## src/rtl/cordic_div_linear.sv

```systemverilog
// ---------------------------------------------------------------------------
// cordic_div_linear
//   Iterative linear-vectoring CORDIC divider: result = y_in / x_in on signed
//   fixed-point operands with FRAC fractional bits. The divisor is
//   pre-normalised (left-shifted e times) so that quotients beyond |q| < 2 are
//   reachable. The block reports divide-by-zero and saturation, and uses a
//   start/busy/done handshake.
//   Optional: `define CORDIC_DIV_ROUND_EN adds one guard micro-rotation and
//   round-to-nearest in the final step.
//   Revision: 1.0 - initial release
// ---------------------------------------------------------------------------
`default_nettype none

module cordic_div_linear #(
    parameter int WIDTH      = 32,
    parameter int FRAC       = 16,
    parameter int ITERATIONS = 16,
    parameter int EXT_MAX    = WIDTH - FRAC - 1
) (
    input  logic             clk,
    input  logic             rst,
    input  logic             start,
    input  logic [WIDTH-1:0] x_in,
    input  logic [WIDTH-1:0] y_in,
    output logic             busy,
    output logic             done,
    output logic [WIDTH-1:0] result,
    output logic             div_by_zero,
    output logic             overflow
);

`ifdef CORDIC_DIV_ROUND_EN
    localparam int GUARD = 1;
`else
    localparam int GUARD = 0;
`endif
    localparam int ITER_N = ITERATIONS + GUARD;
    localparam int XW     = WIDTH + EXT_MAX;   // normalised divisor never loses bits
    localparam int CW     = XW + 2;            // residual / comparison width
    localparam int ZW     = WIDTH + 2;         // angle (quotient) accumulator
    localparam int QW     = ZW + EXT_MAX;      // quotient after de-normalisation
    localparam int IW     = $clog2(ITER_N + 1);
    localparam int EW     = $clog2(EXT_MAX + 2);

    localparam logic [WIDTH-1:0] MAX_POS = {1'b0, {(WIDTH-1){1'b1}}};
    localparam logic [WIDTH-1:0] MIN_NEG = {1'b1, {(WIDTH-1){1'b0}}};
    localparam logic [ZW-1:0]    Z_ONE   = ZW'(1) << (FRAC + GUARD);

    localparam logic [1:0] S_IDLE  = 2'd0;
    localparam logic [1:0] S_NORM  = 2'd1;
    localparam logic [1:0] S_ITER  = 2'd2;
    localparam logic [1:0] S_FINAL = 2'd3;

    logic [1:0]           state;
    logic [XW-1:0]        xa;        // |x|, shifted left during normalisation
    logic signed [CW-1:0] yr;        // |y| during NORM, residual during ITER
    logic signed [ZW-1:0] z;
    logic [IW-1:0]        i;
    logic [EW-1:0]        e;
    logic                 sign;
    logic                 zero_y;
    logic                 ovf_r;
    logic                 dbz_r;

    // Magnitude with the most-negative code clamped to the largest positive.
    function automatic logic [WIDTH-1:0] mag(input logic [WIDTH-1:0] v);
        if (v == MIN_NEG)
            return MAX_POS;
        else if (v[WIDTH-1])
            return -v;
        else
            return v;
    endfunction

    logic [WIDTH-1:0] x_mag;
    logic [WIDTH-1:0] y_mag;
    logic             need_idle;
    logic             need_norm;
    logic [CW-1:0]    xs;
    logic [ZW-1:0]    zs;
    logic [ZW-1:0]    zc;
    logic [ZW-1:0]    zr;
    logic [QW-1:0]    q;
    logic             sat;
    logic [WIDTH-1:0] mag_q;
    logic [WIDTH-1:0] res_next;
    logic             ovf_next;

    // Operand magnitudes, normalisation look-ahead, micro-rotation steps and
    // the final de-normalise/saturate/sign path.
    always_comb begin
        x_mag     = mag(x_in);
        y_mag     = mag(y_in);
        // Decide the next normalisation step one cycle ahead so NORM costs
        // exactly one cycle per shift.
        need_idle = CW'(y_mag) >= (CW'(x_mag) << 1);
        need_norm = $unsigned(yr) >= (CW'(xa) << 2);
        xs        = CW'(xa) >> i;
        zs        = Z_ONE >> i;
        zc        = z[ZW-1] ? '0 : $unsigned(z);
`ifdef CORDIC_DIV_ROUND_EN
        zr        = (zc + ZW'(1)) >> 1;
`else
        zr        = zc;
`endif
        q         = QW'(zr) << e;
        sat       = dbz_r | ovf_r | (q > QW'(MAX_POS));
        mag_q     = sat ? MAX_POS : q[WIDTH-1:0];
        res_next  = sign ? -mag_q : mag_q;
        ovf_next  = sat & ~dbz_r;
        if (zero_y && !dbz_r) begin
            res_next = '0;
            ovf_next = 1'b0;
        end
    end

    // Control FSM and datapath registers.
    always_ff @(posedge clk or posedge rst) begin
        if (rst) begin
            state       <= S_IDLE;
            busy        <= 1'b0;
            done        <= 1'b0;
            result      <= '0;
            div_by_zero <= 1'b0;
            overflow    <= 1'b0;
            xa          <= '0;
            yr          <= '0;
            z           <= '0;
            i           <= '0;
            e           <= '0;
            sign        <= 1'b0;
            zero_y      <= 1'b0;
            ovf_r       <= 1'b0;
            dbz_r       <= 1'b0;
        end else begin
            done <= 1'b0;
            case (state)
                S_IDLE: begin
                    if (start) begin
                        busy        <= 1'b1;
                        div_by_zero <= 1'b0;
                        overflow    <= 1'b0;
                        xa          <= XW'(x_mag);
                        yr          <= CW'(y_mag);
                        sign        <= x_in[WIDTH-1] ^ y_in[WIDTH-1];
                        zero_y      <= (y_in == '0);
                        e           <= '0;
                        z           <= '0;
                        i           <= '0;
                        ovf_r       <= 1'b0;
                        dbz_r       <= 1'b0;
                        if (x_in == '0) begin
                            dbz_r <= 1'b1;
                            state <= S_FINAL;
                        end else if (need_idle) begin
                            if (EXT_MAX == 0) begin
                                ovf_r <= 1'b1;
                                state <= S_FINAL;
                            end else begin
                                state <= S_NORM;
                            end
                        end else begin
                            state <= S_ITER;
                        end
                    end
                end
                S_NORM: begin
                    xa <= xa << 1;
                    e  <= e + EW'(1);
                    if (need_norm) begin
                        // Still out of range but the shift budget is spent.
                        if (int'(e) + 1 == EXT_MAX) begin
                            ovf_r <= 1'b1;
                            state <= S_FINAL;
                        end
                    end else begin
                        state <= S_ITER;
                    end
                end
                S_ITER: begin
                    if (!yr[CW-1]) begin
                        yr <= yr - $signed(xs);
                        z  <= z + $signed(zs);
                    end else begin
                        yr <= yr + $signed(xs);
                        z  <= z - $signed(zs);
                    end
                    i <= i + IW'(1);
                    if (i == IW'(ITER_N - 1))
                        state <= S_FINAL;
                end
                default: begin
                    result      <= res_next;
                    overflow    <= ovf_next;
                    div_by_zero <= dbz_r;
                    done        <= 1'b1;
                    busy        <= 1'b0;
                    state       <= S_IDLE;
                end
            endcase
        end
    end

endmodule

`default_nettype wire

```

## config.mk

```make
export PLATFORM = sky130hd
export DESIGN_NAME = cordic_div_linear
export DESIGN_NICKNAME = d
export VERILOG_FILES = /design/src/rtl/cordic_div_linear.sv
export SDC_FILE = /design/constraint.sdc
export NUM_CORES = 1
export LEC_CHECK = 0
export BUFFER_PORTS_ARGS = -buffer_cell sky130_fd_sc_hd__buf_4
export CAP_MARGIN = 20
export CORE_MARGIN = 2
export CORE_UTILIZATION = 70
export CTS_BUF_LIST = sky130_fd_sc_hd__clkbuf_8
export DETAILED_ROUTE_END_ITERATION = 10
export PLACE_DENSITY_LB_ADDON = 0.05
export SLEW_MARGIN = 20
export SYNTH_ARGS = -nofsm -noshare
export SYNTH_HDL_FRONTEND = slang
export SYNTH_SLANG_ARGS = --single-unit
```

## constraint.sdc

```tcl
create_clock -name clk -period 13.1 [get_ports clk]
set_clock_uncertainty 0.1 [all_clocks]
set_input_delay 0 -clock clk [delete_from_list [all_inputs] [get_ports clk]]
set_output_delay 0 -clock clk [all_outputs]
set_load 0.01 [all_outputs]
```

== Word-level counts from Yosys, hierarchy flattened ==
Cells that the tools add are included.
Operators by class
  magnitude comparators: 3
  equal/unequal tests: 11
  shifts and indexed selects: 3
  mux-type cells: 37
  bitwise logic cells: 6
  reductions and logical operators: 15
  add/subtract/negate cells: 10
Operator list (number)
  2-to-1 mux 32 bit: 7
  2-to-1 mux 49 bit: 2
  case mux 49 bit (2 select lines): 1
  negator 32 bit: 3
  case mux 47 bit (2 select lines): 1
  2-to-1 mux 34 bit: 2
  case mux 34 bit (2 select lines): 1
  == test 32 bit, second input constant: 2
  logical NOT 32 bit: 2
  adder 49 bit: 1
  >= comparator 49 bit: 1
  greater-than comparator 49 x 31 -> 1 bit, second input constant: 1
  << shifter 33 x 5 -> 49 bit: 1
  >> shifter 47 x 5 -> 49 bit: 1
  subtractor 49 bit: 1
  2-to-1 mux 47 bit: 1
  adder 34 bit: 1
  >> shifter 17 x 5 -> 34 bit, first input constant: 1
  subtractor 34 bit: 1
  >= comparator 32 x 33 -> 1 bit: 1
  2-to-1 mux 33 bit: 1
  case mux 5 bit (2 select lines): 2
  2-to-1 mux 2 bit: 6
  adder 5 x 1 -> 5 bit, second input constant: 2
  other kinds (24): 42
Storage, ports and cells
  input bits: 67
  word-level logic and storage cells: 100
  register bits after elaboration: 182
  output and inout port bits: 36

== Depth between registers and ports, before layout ==
  depth in word-level cells: 8
  gate-level depth with buffers: 29
  depth with buffers taken out: 23

== Worst setup path before layout ==
OpenSTA, ideal clock, no wires.
  path kind: flip-flop to flip-flop
  start point: register i[2]
  end point: register z[33]
  setup time: 0.127 ns
  stages on the path, launching flop included: 29
  path buffers: 6
  period minus slack after synthesis: 6.277 ns
  required time: 12.873 ns
  arrival time: 6.049 ns
  setup slack: 6.823 ns
  cells stage by stage: dfrtp_1 > inv_1 > buf_2 > buf_2 > buf_2 > buf_1 > buf_1 > ha_1 > clkbuf_1 > nor2_1 > nand2_1 > a21oi_1 > o21a_1 > o21ai_0 > nor2_1 > ha_1 > a21oi_1 > ha_1 > and4_1 > a21oi_1 > o211ai_1 > a2111oi_0 > a21oi_1 > o31ai_1 > nor3_1 > a2111oi_0 > xor2_1 > a21oi_1 > o22ai_1
Between the ends
  longest elaborated chain between the ends: 4
  elaborated cells between the ends (all ways): 5
  classes of those cells: add/sub: 2; shift: 1; mux: 2
RTL lines
  from (decl): RTL line 58  | logic [IW-1:0] i;
  from (signal assigned): RTL line 188  | i <= i + IW'(1);
  >> shifter 17 x 5 -> 34 bit *: RTL line 99  | zs = Z_ONE >> i;
  adder 34 bit / subtractor 34 bit (equally long branches): RTL line 183, 186
  2-to-1 mux 34 bit *: RTL line 181  | if (!yr[CW-1]) begin
  case mux 34 bit (2 select lines) *: RTL line 137  | case (state)
  to (signal assigned): RTL line 183  | z <= z + $signed(zs);
  to (signal assigned): RTL line 186  | z <= z - $signed(zs);
  to (decl): RTL line 57  | logic signed [ZW-1:0] z;
Mark *: on every way between the ends. The rest lies on a longest branch, timed or not.
A chain may end at the register's enable or synchronous reset.

== Worst setup path in the final report ==
  start point: register i[3]
  end point: register yr[48]
Between the ends
  longest elaborated chain between the ends: 4
  elaborated cells between the ends (all ways): 5
  classes of those cells: add/sub: 2; shift: 1; mux: 2
RTL lines
  >> shifter 47 x 5 -> 49 bit *: RTL line 98  | xs = CW'(xa) >> i;
  subtractor 49 bit / adder 49 bit (equally long branches): RTL line 182, 185
  2-to-1 mux 49 bit *: RTL line 181
  case mux 49 bit (2 select lines) *: RTL line 137
  to (signal assigned): RTL line 144  | yr <= CW'(y_mag);
  to (signal assigned): RTL line 182  | yr <= yr - $signed(xs);
  to (signal assigned): RTL line 185  | yr <= yr + $signed(xs);
  to (decl): RTL line 56  | logic signed [CW-1:0] yr;
Marks and branches as above.

==> results.txt <==
crit path from -> i[3]
clock buffer count from CTS -> 17
row count -> 66
overall routing resource usage -> 43.63%
final hold viol count -> 0
global-route wire length before repair -> 117,500 um
vias in the first global route -> 22,556
TNS Setup -> 0 ps
count of cell types in the netlist -> 93
grt ovf -> 0
clock edge transition at the registers on the reported setup and hold paths -> 120 ps
design area -> 24,630 um^2
Worst R2R Start -> i[3]
Min-Delay Path Class -> in -> async
Area contributors post-synth -> dfrtp_1, ha_1, mux4_2
Post-synth EDFFs -> 0
GR met2 Demand/Resource -> 72.51%
path depth of the worst reg2reg path -> 21
multi-input gate area in the final layout -> 17,090 um^2
DIE WIDTH -> 184.4 um
worst relative slew slack -> 29.06%
nets@finish -> 3,119
starting density of the core -> 70.54%
grt peak-use layer -> met2
top-count cell post-synth -> nand2_1
R2R setup slack -> 5660 ps
RePlAce Congestion -> 0.9784
CORE AREA -> 32,290 um^2
IO buf count -> 102
YS warnings -> 0
GRT met3 Usage -> 8.714%
TritonRoute pass-1 iters -> 7
ys flop type -> dfrtp_1
initial antenna violation count -> 2
DR iter-0 viols -> 3,032
Synth top cells by count -> nand2_1, a21oi_1, nor2_1
Placed Area -> 23,600 um^2
crit path kind -> reg -> reg
filler instances -> 2,336
post-CTS setup buffers -> 0
status -> finished clean
sequential area share after synthesis -> 20.00%
Area growth, synth to finish -> 8.164%
endpoints failing setup -> 0
DR vias -> 23,674
Tcrit/Tclk final -> 56.78%
Vert. Die Dim -> 184.4 um
fmax -> 0.1344 GHz
clk_lat worst skew -> 540 ps
antenna-violating nets left -> 0
minimum clock period -> 7438 ps
Worst Setup End Kind -> flip-flop
number of gates resized after CTS -> 0
Synthesized Nets -> 3,087
CTS H-tree depth -> 4
Synth area leader -> dfrtp_1
end of the worst register-to-register path -> yr[48]
clk sinks -> 182
Avg Cell Area, Syn -> 8.022 um^2
Critical Path RT -> 13,460 ps
Least-Margin Pin Slew -> 1063 ps
CTS tree -> done
asr flop ratio synth -> 100.0%
hpwl dp -> 53,350 um
I/O pin total -> 103
Vias/cell -> 7.114
Worst Setup Start Kind -> flip-flop
# DRC -> 0
Max FO, Critical Path -> 44
FF+latch area -> 4559 um^2
share of layout cells above drive strength 1 -> 11.51%
RSZ-0062 raised after global routing -> no
Final Slew Violations -> 0
full die area -> 34,000 um^2
Root Driver -> clkbuf_8
Synth Instances -> 2,839
met1 usage -> 51.78%
largest net degree at the start of global routing -> 110
post-synth top area share -> 20.00%
Worst EP arrival -> 7800 ps
wire length per cell -> 22.36 um
Max Cap Violations -> 0
detailed-route wire length -> 74,430 um
synthesis-stage register bit count -> 182
synthesized area -> 22,780 um^2
CTS max path bufs -> 2
[what timing repair did]
action | 4_1_cts | 5_1_grt
hold buffers | 58 | 0
setup endpoints to repair | 0 | 0
endpoints found under the hold margin | 167 | 0
[layout make-up]
type	instances	area share [%]
Multi-Input combinational cell	2370	69.36
Sequential cell	182	18.51
Timing Repair Buffer	187	6.288
Tap cell	442	2.245
Inverter	113	1.752
Clock buffer	17	0.9498
Clock inverter	15	0.8736
Antenna cell	2	0.02032
[worst max path at each step]
| stage | end | slack (ps) |
|---|---|---|
| after CTS | yr[48] | 5750 |
| after floorplan | z[33] | 6820 |
| after detailed placement | yr[48] | 5790 |
| after global routing | z[33] | 4980 |
| after global placement | yr[48] | 5890 |
| final | yr[48] | 5660 |
[registers in the layout, summed over array words and instances (netlist names)]
name	flops
yr	49
xa	47
z	34
result	32
e	5
i	5
state	2
busy	1
dbz_r	1
div_by_zero	1
done	1
overflow	1
ovf_r	1
sign	1
zero_y	1
[critical path, cell delays in order (launching register included)]
cell and delay (ps):
dfrtp_1 990, inv_2 650, mux4_2 690, mux4_2 560, a211o_1 310, nor4_4 310
and3_1 350, and2_1 200, a21oi_1 80, xnor2_1 170, ha_1 340, and3_1 200
nand2_1 80, or3b_2 430, nand3_1 150, nand2b_1 130, o21ai_0 180, a211oi_1 440
o31ai_1 170, o21a_1 230, or4_1 470, o211ai_1 90
[cell usage in the layout (no fill, tap or decap), drive strengths merged, types with 16 or more instances in the layout]
cell | netlist | final
a211oi | 18 | 18
a21o | 58 | 58
a21oi | 301 | 301
a22oi | 16 | 16
a31oi | 27 | 27
and3 | 21 | 21
buf | 66 | 129
clkbuf | 108 | 17
dfrtp | 182 | 182
dlygate4sd3 | 0 | 58
ha | 179 | 179
inv | 109 | 115
mux2 | 31 | 31
mux2i | 76 | 76
mux4 | 93 | 93
nand2 | 314 | 314
nand2b | 25 | 25
nand3 | 65 | 65
nand4 | 37 | 37
nor2 | 229 | 229
nor2b | 27 | 27
nor3 | 72 | 72
o211ai | 16 | 16
o21a | 24 | 24
o21ai | 214 | 214
o21bai | 23 | 23
o221ai | 23 | 23
o22ai | 26 | 26
o2bb2ai | 26 | 26
o31ai | 33 | 33
or2 | 18 | 18
or3 | 16 | 16
xnor2 | 92 | 92
xor2 | 82 | 82
[through the flow]
stage	setup WS, ps	std cells	hold slack [ps]	utilization [%]
detailed placement	5787	3236	91.56	73.09
CTS	5753	3326	9.828	76.28
finish	5662	3328	28.68	76.30
global placement	5891	3236	83.17	73.09
floorplan	6823	2839	53.79	-
global route	4983	3328	43.50	76.30
[routing by layer]
layer	vias up	routed length (um)
met4	0	4944
met5	-	0
met1	11159	27720
li1	10629	-
met2	1485	35290
met3	401	6477
[logic make-up (layout without fill, tap and decap cells)]
group | after synthesis | count (layout) | share of synthesized area [%]
AOI/OAI and AO/OA | 918 | 918 | 25.40
and+or+nand+nor | 897 | 897 | 18.63
buffers and inverters | 287 | 332 | 5.191
muxes | 200 | 200 | 14.09
DFF | 182 | 182 | 20.00
adders and majority gates | 181 | 181 | 10.01
xor gates and xnor gates | 174 | 174 | 6.691
other | 0 | 2 | 0
Power is left out: the tool's default activity adds up to more than one toggle a clock period on the data nets, which glitch-free logic cannot reach.
